File: src/rtl/gray_step_tracker.sv
// gray_step_tracker
//   Accepts Gray-coded samples over valid/ready, converts each to binary,
//   reports the modular signed step from the previous sample and flags any
//   step that changes more than one Gray bit. An illegal step halts intake
//   until clear_err restarts tracking.
//   Optional feature macro: GRAY_TRACK_ACCUM_EN adds a saturating signed
//   accumulator of legal steps on port accum.
module gray_step_tracker #(
    parameter int DATAWIDTH = 4
`ifdef GRAY_TRACK_ACCUM_EN
    , parameter int ACCWIDTH = 16
`endif
) (
    input  logic                 clk,
    input  logic                 rst,
    input  logic                 in_valid,
    output logic                 in_ready,
    input  logic [DATAWIDTH-1:0] data_in,
    input  logic                 clear_err,
    output logic                 out_valid,
    input  logic                 out_ready,
    output logic [DATAWIDTH-1:0] data_out,
    output logic [DATAWIDTH-1:0] delta,
    output logic                 first,
    output logic                 step_err,
    output logic                 err_sticky
`ifdef GRAY_TRACK_ACCUM_EN
    , output logic [ACCWIDTH-1:0] accum
`endif
);

    typedef enum logic [1:0] {
        ST_EMPTY = 2'd0,
        ST_TRACK = 2'd1,
        ST_HALT  = 2'd2
    } state_t;

    localparam logic [DATAWIDTH-1:0] ONE  = {{(DATAWIDTH-1){1'b0}}, 1'b1};
    localparam logic [DATAWIDTH-1:0] ZERO = {DATAWIDTH{1'b0}};

    // Gray to binary: each binary bit is the XOR of all Gray bits at or above it.
    function automatic logic [DATAWIDTH-1:0] gray2bin(input logic [DATAWIDTH-1:0] g);
        logic [DATAWIDTH-1:0] b;
        b[DATAWIDTH-1] = g[DATAWIDTH-1];
        for (int i = DATAWIDTH - 2; i >= 0; i--) begin
            b[i] = b[i+1] ^ g[i];
        end
        return b;
    endfunction

    // True when at most one bit is set (a legal Gray transition mask).
    function automatic logic at_most_one_bit(input logic [DATAWIDTH-1:0] x);
        return ((x & (x - ONE)) == ZERO);
    endfunction

    state_t               state_q, state_d;
    logic                 out_valid_q, out_valid_d;
    logic [DATAWIDTH-1:0] data_out_q, data_out_d;
    logic [DATAWIDTH-1:0] delta_q, delta_d;
    logic                 first_q, first_d;
    logic                 step_err_q, step_err_d;
    logic                 err_sticky_q, err_sticky_d;
    logic [DATAWIDTH-1:0] gray_prev_q, gray_prev_d;
    logic [DATAWIDTH-1:0] bin_prev_q, bin_prev_d;

    logic                 in_ready_s;
    logic                 accept_s;
    logic                 take_first_s;
    logic                 legal_s;
    logic [DATAWIDTH-1:0] bin_new_s;
    logic [DATAWIDTH-1:0] step_s;

`ifdef GRAY_TRACK_ACCUM_EN
    localparam logic [ACCWIDTH-1:0] ACC_MAX = {1'b0, {(ACCWIDTH-1){1'b1}}};
    localparam logic [ACCWIDTH-1:0] ACC_MIN = {1'b1, {(ACCWIDTH-1){1'b0}}};
    logic [ACCWIDTH-1:0] accum_q, accum_d;
    logic [ACCWIDTH:0]   acc_sum_s;
    assign accum = accum_q;
`endif

    assign in_ready_s = !rst && (state_q != ST_HALT) && (!out_valid_q || out_ready);
    assign in_ready   = in_ready_s;
    assign out_valid  = out_valid_q;
    assign data_out   = data_out_q;
    assign delta      = delta_q;
    assign first      = first_q;
    assign step_err   = step_err_q;
    assign err_sticky = err_sticky_q;

    // Next-state decode: handshake, conversion, legality check and FSM transitions.
    always_comb begin
        state_d      = state_q;
        out_valid_d  = out_valid_q;
        data_out_d   = data_out_q;
        delta_d      = delta_q;
        first_d      = first_q;
        step_err_d   = step_err_q;
        err_sticky_d = err_sticky_q;
        gray_prev_d  = gray_prev_q;
        bin_prev_d   = bin_prev_q;

        accept_s     = in_valid && in_ready_s;
        bin_new_s    = gray2bin(data_in);
        step_s       = bin_new_s - bin_prev_q;
        legal_s      = at_most_one_bit(data_in ^ gray_prev_q);
        // A clear in the same cycle as an accept restarts tracking with this sample.
        take_first_s = clear_err || (state_q == ST_EMPTY);

`ifdef GRAY_TRACK_ACCUM_EN
        accum_d   = accum_q;
        acc_sum_s = {accum_q[ACCWIDTH-1], accum_q} + (ACCWIDTH+1)'($signed(step_s));
`endif

        if (clear_err) begin
            err_sticky_d = 1'b0;
        end else begin
            err_sticky_d = err_sticky_q;
        end

        if (accept_s) begin
            out_valid_d = 1'b1;
            data_out_d  = bin_new_s;
            if (take_first_s) begin
                first_d     = 1'b1;
                delta_d     = ZERO;
                step_err_d  = 1'b0;
                gray_prev_d = data_in;
                bin_prev_d  = bin_new_s;
                state_d     = ST_TRACK;
            end else if (legal_s) begin
                first_d     = 1'b0;
                delta_d     = step_s;
                step_err_d  = 1'b0;
                gray_prev_d = data_in;
                bin_prev_d  = bin_new_s;
                state_d     = ST_TRACK;
`ifdef GRAY_TRACK_ACCUM_EN
                if (acc_sum_s[ACCWIDTH] != acc_sum_s[ACCWIDTH-1]) begin
                    accum_d = acc_sum_s[ACCWIDTH] ? ACC_MIN : ACC_MAX;
                end else begin
                    accum_d = acc_sum_s[ACCWIDTH-1:0];
                end
`endif
            end else begin
                // Illegal step: report it but keep the last good reference.
                first_d      = 1'b0;
                delta_d      = step_s;
                step_err_d   = 1'b1;
                err_sticky_d = 1'b1;
                state_d      = ST_HALT;
            end
        end else begin
            if (out_ready) begin
                out_valid_d = 1'b0;
            end else begin
                out_valid_d = out_valid_q;
            end
            if (clear_err) begin
                state_d = ST_EMPTY;
            end else begin
                state_d = state_q;
            end
        end
    end

    // State, reference and output registers with synchronous reset.
    always_ff @(posedge clk) begin
        if (rst) begin
            state_q      <= ST_EMPTY;
            out_valid_q  <= 1'b0;
            data_out_q   <= ZERO;
            delta_q      <= ZERO;
            first_q      <= 1'b0;
            step_err_q   <= 1'b0;
            err_sticky_q <= 1'b0;
            gray_prev_q  <= ZERO;
            bin_prev_q   <= ZERO;
`ifdef GRAY_TRACK_ACCUM_EN
            accum_q      <= {ACCWIDTH{1'b0}};
`endif
        end else begin
            state_q      <= state_d;
            out_valid_q  <= out_valid_d;
            data_out_q   <= data_out_d;
            delta_q      <= delta_d;
            first_q      <= first_d;
            step_err_q   <= step_err_d;
            err_sticky_q <= err_sticky_d;
            gray_prev_q  <= gray_prev_d;
            bin_prev_q   <= bin_prev_d;
`ifdef GRAY_TRACK_ACCUM_EN
            accum_q      <= accum_d;
`endif
        end
    end

endmodule

File: config.mk
export PLATFORM = sky130hd
export DESIGN_NAME = gray_step_tracker
export DESIGN_NICKNAME = d
export VERILOG_FILES = /design/src/rtl/gray_step_tracker.sv
export SDC_FILE = /design/constraint.sdc
export NUM_CORES = 1
export LEC_CHECK = 0
export ABC_AREA = 1
export BUFFER_PORTS_ARGS = -buffer_cell sky130_fd_sc_hd__buf_2
export CELL_PAD_IN_SITES_DETAIL_PLACEMENT = 2
export CELL_PAD_IN_SITES_GLOBAL_PLACEMENT = 2
export CORE_AREA = 2 2 76 56
export CTS_CLUSTER_SIZE = 30
export DETAILED_ROUTE_END_ITERATION = 10
export DIE_AREA = 0 0 78 58
export GPL_ROUTABILITY_DRIVEN = 0
export PLACE_DENSITY_LB_ADDON = 0.1
export RECOVER_POWER = 50
export SLEW_MARGIN = 30
export SYNTH_ARGS = -nofsm -noshare
export SYNTH_HDL_FRONTEND = slang
export SYNTH_SLANG_ARGS = --single-unit
File: constraint.sdc
create_clock -name clk -period 1.85 [get_ports clk]
set_clock_uncertainty 0.05 [all_clocks]
set_input_delay 0 -clock clk [delete_from_list [all_inputs] [get_ports clk]]
set_output_delay 0 -clock clk [all_outputs]
set_load 0.03 [all_outputs]
==> results of run 1 <==
==> per-layer routing <==
metal	share of wire (%)	wire [µm]	up-vias
met5	0	0	-
met1	47	1530	513
met4	0.59	19	0
met3	3.6	117	2
li1	-	-	529
met2	48	1560	15
==> final timing paths <==
kind	end	cells past startpoint
hold reg to reg	delta[2]	2
setup reg to reg	gray_prev_q[3]	10
setup / recovery	gray_prev_q[3]	10
hold / removal	err_sticky	4
==> what timing repair did <==
action | in CTS | in global routing
hold buffers | 2 | 0
setup endpoints to repair | 0 | 0
endpoints found under the hold margin | 2 | 0
==> cell families after synthesis <==
| family | count (synthesis) | share of synthesized area, % |
|---|---|---|
| AO/OA/AOI/OAI | 19 | 10.3 |
| buffers and inverters | 27 | 10.9 |
| XOR/XNOR | 1 | 0.822 |
| flip-flops | 21 | 39.4 |
| AND/OR/NAND/NOR | 81 | 33.1 |
| adder cells (fa/ha/maj) | 4 | 5.40 |
==> power by group through the flow <==
stage          Combinational (mW)  Clock (mW)  Sequential, mW
2_1_floorplan               0.129           0           0.520
3_5_place_dp                0.221           0           0.500
5_1_grt                     0.247       0.349           0.493
3_3_place_gp                0.208           0           0.498
6_report                    0.217       0.312           0.490
4_1_cts                     0.226       0.327           0.490
==> worst max-delay path: stages (launching register included) <==
cell and delay [ps]:
dfxtp_1 370, inv_1 60, nand2_1 70, nand3_2 60, inv_2 80, nand2_4 80, inv_2 310, nand2_2 180
inv_2 150, nor2_1 60, nor2_1 70
==> placed cells by master (no fill, tap or decap) <==
cell type      synthesis  routed
nor2_1                20      20
nand2_4                1       1
nand4_2                1       1
inv_1                 18      18
ha_1                   3       3
o21ai_0                4       4
o21a_1                 2       2
inv_2                  6       6
clkbuf_8               0       3
fa_1                   1       1
nand2_1               43      43
buf_4                  0       3
nand3_1               12      12
o21bai_1               1       1
buf_2                  0       8
clkbuf_1               1      14
dfxtp_1               21      21
a21oi_1                9       9
nand2_2                2       2
a21boi_0               1       1
a211oi_1               1       1
dlygate4sd3_1          0       2
nand3_2                2       2
xnor2_1                1       1
o211ai_1               1       1
==> through the flow <==
stage,worst slack [ps],power (mW),hold slack [ps]
after global routing,28.4,1.09,33.4
after CTS,204,1.04,8.69
final,253,1.02,15.5
after floorplan,252,0.649,19.1
after global placement,170,0.707,253
after detailed placement,33.8,0.721,262
==> flip-flops by register name (all words and copies together) (netlist names) <==
register / cells
data_out: 4
delta: 4
gray_prev_q: 4
bin_prev_q: 3
state_q: 2
err_sticky: 1
first: 1
out_valid: 1
step_err: 1
==> layout make-up <==
class / instances / share of cell area [%]
multi-input combinational: 105 / 41.3
sequential: 21 / 32.8
timing repair buffer: 26 / 10.3
inverter: 24 / 7.03
tap: 52 / 5.08
clock buffer: 4 / 3.52
==> metrics.md, run 1 <==
| Metric | Value |
|---|---|
| Starting DRC count in detailed routing | 21 |
| HP Start | clear_err |
| Initial core utilization | 28.0% |
| Clk pwr share | 30.6% |
| # port buffers | 21 |
| Final Hold Viols | 0 |
| Root Buffer | clkbuf_8 |
| Final Util | 33.7% |
| Outcome | complete, no violations |
| Top-count cell post-synth | nand2_1 |
| Post-CTS sizing | 0 |
| Area taken by multi-input logic gates | 529 µm² |
| Routing usage on met1 | 19.1% |
| Final TNS setup | 0 ps |
| Commonest cells in the netlist | nand2_1 (43), dfxtp_1 (21), nor2_1 (20) |
| Worst-path maximum fanout | 20 |
| Slew Limit Fails | 0 |
| Layout fillers | 476 |
| Met2 Use GR | 28.4% |
| Int Pwr | 0.701 mW |
| Top-area cell type share of the netlist area | 39.4% |
| Global-route usage over all layers | 15.6% |
| Largest net degree at the start of global routing | 21 |
| Crit path capture type | flip-flop |
| Number of synthesized flops with an enable pin | 0 |
| CP required | 2010 ps |
| Hold crit path type | primary input to flip-flop |
| Synth warn | 0 |
| P_sw | 0.318 mW |
| Cell Rows | 19 |
| Clk_lat worst skew | 260 ps |
| Sequential element share of the synthesized area | 39.4% |
| Post-DP HPWL | 2490 µm |
| Netlist cell types | 22 |
| Share of layout cells above drive strength 1 | 14.4% |
| Combinational power share | 21.3% |
| Initial antenna violation count | 0 |
| Design Area, Final | 1280 µm² |
| Antenna Nets Post-Route | 0 |
| Setup Buffers After CTS | 0 |
| GR Util met3 | 4.21% |
| CTS Buffer Depth | 2 |
| Actual slew at the worst max-slew pin | 387 ps |
| Peak supply drop | 0.340 mV |
| Vias | 1059 |
| Setup-failing EPs final | 0 |
| Grt peak-use layer | met2 |
| Critical Path Start Type | flip-flop |
| First-pass GRT wire length | 5460 µm |
| Max Clock Freq | 626 MHz |
| Pwr Density | 795 nW/µm² |
| Post-layout net count | 194 |
| Syn_area_per_cell | 6.97 µm² |
| H-tree depth | 1 |
| DRT Pass-1 Iters | 4 |
| Cell accounting for the most synthesized area | dfxtp_1 |
| Area grow syn2layout | 20.2% |
| DRC | 0 |
| Worst R2R Start | state_q[0] |
| IO Pins | 22 |
| Sw frac | 31.2% |
| CP startpoint | state_q[0] |
| Post-Route WL | 3220 µm |
| CTS tree | built |
| DP Area | 1230 µm² |
| Core Area | 3800 µm² |
| Async S/R FF share, synth | 0% |
| Mapped Cells | 153 |
| Reg power frac | 48.1% |
| TritonCTS Sinks | 21 |
| Min cycle time layout | 1600 ps |
| Top cells by area in the synthesized netlist | dfxtp_1 (39%), nand2_1 (15%), nor2_1 (7.0%) |
| Synth Net Count | 166 |
| Internal reg-to-reg setup slack | 250 ps |
| Period utilization | 86.3% |
| DR WL/cell | 13.9 µm |
| Post-Syn Area | 1070 µm² |
| Antenna cells | 0 |
| Clk pin slew, worst setup/hold paths | 80 ps |
| Via count of the first global-routing pass | 1152 |
| Non-Filler Instances | 232 |
| Setup Crit Path Kind | flip-flop to flip-flop |
| RSZ-0062 raised after global routing | false |
| Headroom to the max-slew limit | 74.2% |
| CP arrival | 1750 ps |
| Grt ovf | 0 |
| Die area | 4520 µm² |
| Pleak | 0.602 nW |
| Die Ht | 58 µm |
| Via/cell ratio | 4.56 |
| Synthesized flop and latch total | 21 |
| CTS buffer count | 3 |
| Die width | 78 µm |
| Synth Flop Type | dfxtp_1 |
| Placed Cells | 226 |
| Storage cell area | 420 µm² |
| Max-cap viol count | 0 |
(Power assumes the default switching activity.)
==> run 2: changes to the inputs <==
==> constraint.sdc (replaced) <==
create_clock -name clk -period 1.85 [get_ports clk]
set_clock_uncertainty 0.05 [all_clocks]
set_input_delay 0.185 -clock clk [delete_from_list [all_inputs] [get_ports clk]]
set_output_delay 0.185 -clock clk [all_outputs]
set_load 0.03 [all_outputs]
==> metrics.md, run 2 (synthesized netlist as in run 1, its figures left out) <==
| Metric | Value |
|---|---|
| Outcome | complete, no violations |
| Worst r2r path cells | 10 |
| Cell Rows | 19 |
| CP max-delay cell | fa_1 |
| Via/cell ratio | 4.60 |
| Starting DRC count in detailed routing | 15 |
| Post-Route WL | 3140 µm |
| Largest net degree at the start of global routing | 17 |
| Worst Setup Slack, final | 163 ps |
| Slew Limit Fails | 0 |
| H-tree depth | 1 |
| Setup-failing EPs final | 0 |
| Die area | 4520 µm² |
| Global-route usage over all layers | 15.4% |
| Final Hold Viols | 0 |
| Area grow syn2layout | 22.3% |
| Crit path depth | 14 |
| First-pass GRT wire length | 5460 µm |
| CP required | 2000 ps |
| Setup Crit Path Kind | primary input to flip-flop |
| CTS buffer count | 3 |
| Grt ovf | 0 |
| Actual slew at the worst max-slew pin | 373 ps |
| Headroom to the max-slew limit | 75.3% |
| Root Buffer | clkbuf_8 |
| DRT Pass-1 Iters | 2 |
| Crit-path most repeated cell | nand2_1 |
| Clk_lat worst skew | 260 ps |
| Crit path capture type | flip-flop |
| Buf+Inv Stages, Crit Path | 3 |
| # port buffers | 21 |
| Max Clock Freq | 593 MHz |
| Clk pin slew, worst setup/hold paths | 80 ps |
| Peak supply drop | 0.313 mV |
| Worst slack at placement | -98.2 ps |
| Min cycle time layout | 1690 ps |
| Worst path max stage delay | 390 ps |
| Crit-path cells | buf_2 > inv_1 > nand2_1 > nand2_1 > nand2_1 > nand2_1 > nand2_1 > nand2_1 > inv_1 > ha_1 > fa_1 > xnor2_1 > nand2_1 > a21oi_1 |
| Worst path top cell family by delay | adder cells |
| Critical Path Start Type | primary input |
| IO Pins | 22 |
| Max-cap viol count | 0 |
| CTS Buffer Depth | 2 |
| Die width | 78 µm |
| TritonCTS Sinks | 21 |
| DR WL/cell | 13.3 µm |
| Final Util | 34.3% |
| DRC | 0 |
| Core Area | 3800 µm² |
| Most frequent cells in the layout | nand2_1 (44), dfxtp_1 (21), nor2_1 (20), inv_1 (19), clkbuf_1 (14) |
| Post-DP HPWL | 2490 µm |
| Via count of the first global-routing pass | 1133 |
| Period utilization | 91.2% |
| Hold crit path type | primary input to flip-flop |
| Initial core utilization | 28.0% |
| Most common cell after layout, fill and taps aside | nand2_1 |
| Pleak | 0.623 nW |
| Share of layout cells above drive strength 1 | 16.3% |
| Pwr Total | 1.03 mW |
| Die Ht | 58 µm |
| Vias | 1085 |
| RSZ-0062 raised after global routing | false |
| Hold path depth | 4 |
| Initial antenna violation count | 0 |
| Antenna Nets Post-Route | 0 |
| Post-layout net count | 198 |
| Antenna cells | 0 |
| Worst-path maximum fanout | 3 |
| Pwr Density | 787 nW/µm² |
| CP arrival | 1840 ps |
| CTS tree | built |
run 2: cell count changes in the layout (fill, tap and decap cells not counted):
cell / delta
a21boi_0: -1
a21boi_1: +1
buf_4: +6
dlygate4sd3_1: -2
inv_1: +1
inv_2: -1
nand2_1: +1
nand2_2: -1
run 2: worst paths after layout:
path                    from         end  slack (ps)
hold reg to reg   err_sticky  err_sticky         430
setup reg to reg  state_q[0]    delta[3]         270
setup / recovery  data_in[2]    delta[2]         160
hold / removal     out_ready   out_valid         160
run 2: timing repair:
action,4_1_cts,5_1_grt
hold buffers,0,0
gates resized for setup,0,1
endpoints found under the setup margin,0,1
buffers inserted,0,0
run 2: area by class of cell:
type	count	area [µm²]
multi-input combinational	105	527
clock buffer	4	45.0
fill	467	2500
sequential	21	420
inverter	24	90.1
timing repair buffer	30	156
tap	52	65.1
run 2: worst register-to-register path, delay by kind of cell, from the launching register on:
family,cells,cell delay (ps)
and+or+nand+nor,5,480
DFF,1,360
buffers and inverters,4,510
AOI/OAI and AO/OA,1,120
run 2: routing by layer:
| layer | up-vias | GRT usage, % | share of wire (%) |
|---|---|---|---|
| met5 | - | 0 | 0 |
| met4 | 0 | 2.26 | 0 |
| met3 | 0 | 3.58 | 3.6 |
| met2 | 16 | 27.1 | 47 |
| met1 | 531 | 20.0 | 49 |
| li1 | 538 | - | - |
run 2: through the flow:
stage	cells	hold slack (ps)	TNS [ps]	instance area [µm²]
after floorplan	153	204	0	1070
after detailed placement	232	414	-259	1280
after global placement	232	401	0	1280
after global routing	236	185	0	1300
final	236	164	0	1300
after CTS	236	166	0	1320
run 2: power by group:
group,total (mW),switching [mW],internal (mW)
sequential,0.489,0.0139,0.476
clock,0.312,0.158,0.154
combinational,0.226,0.146,0.0792
total,1.03,0.318,0.708
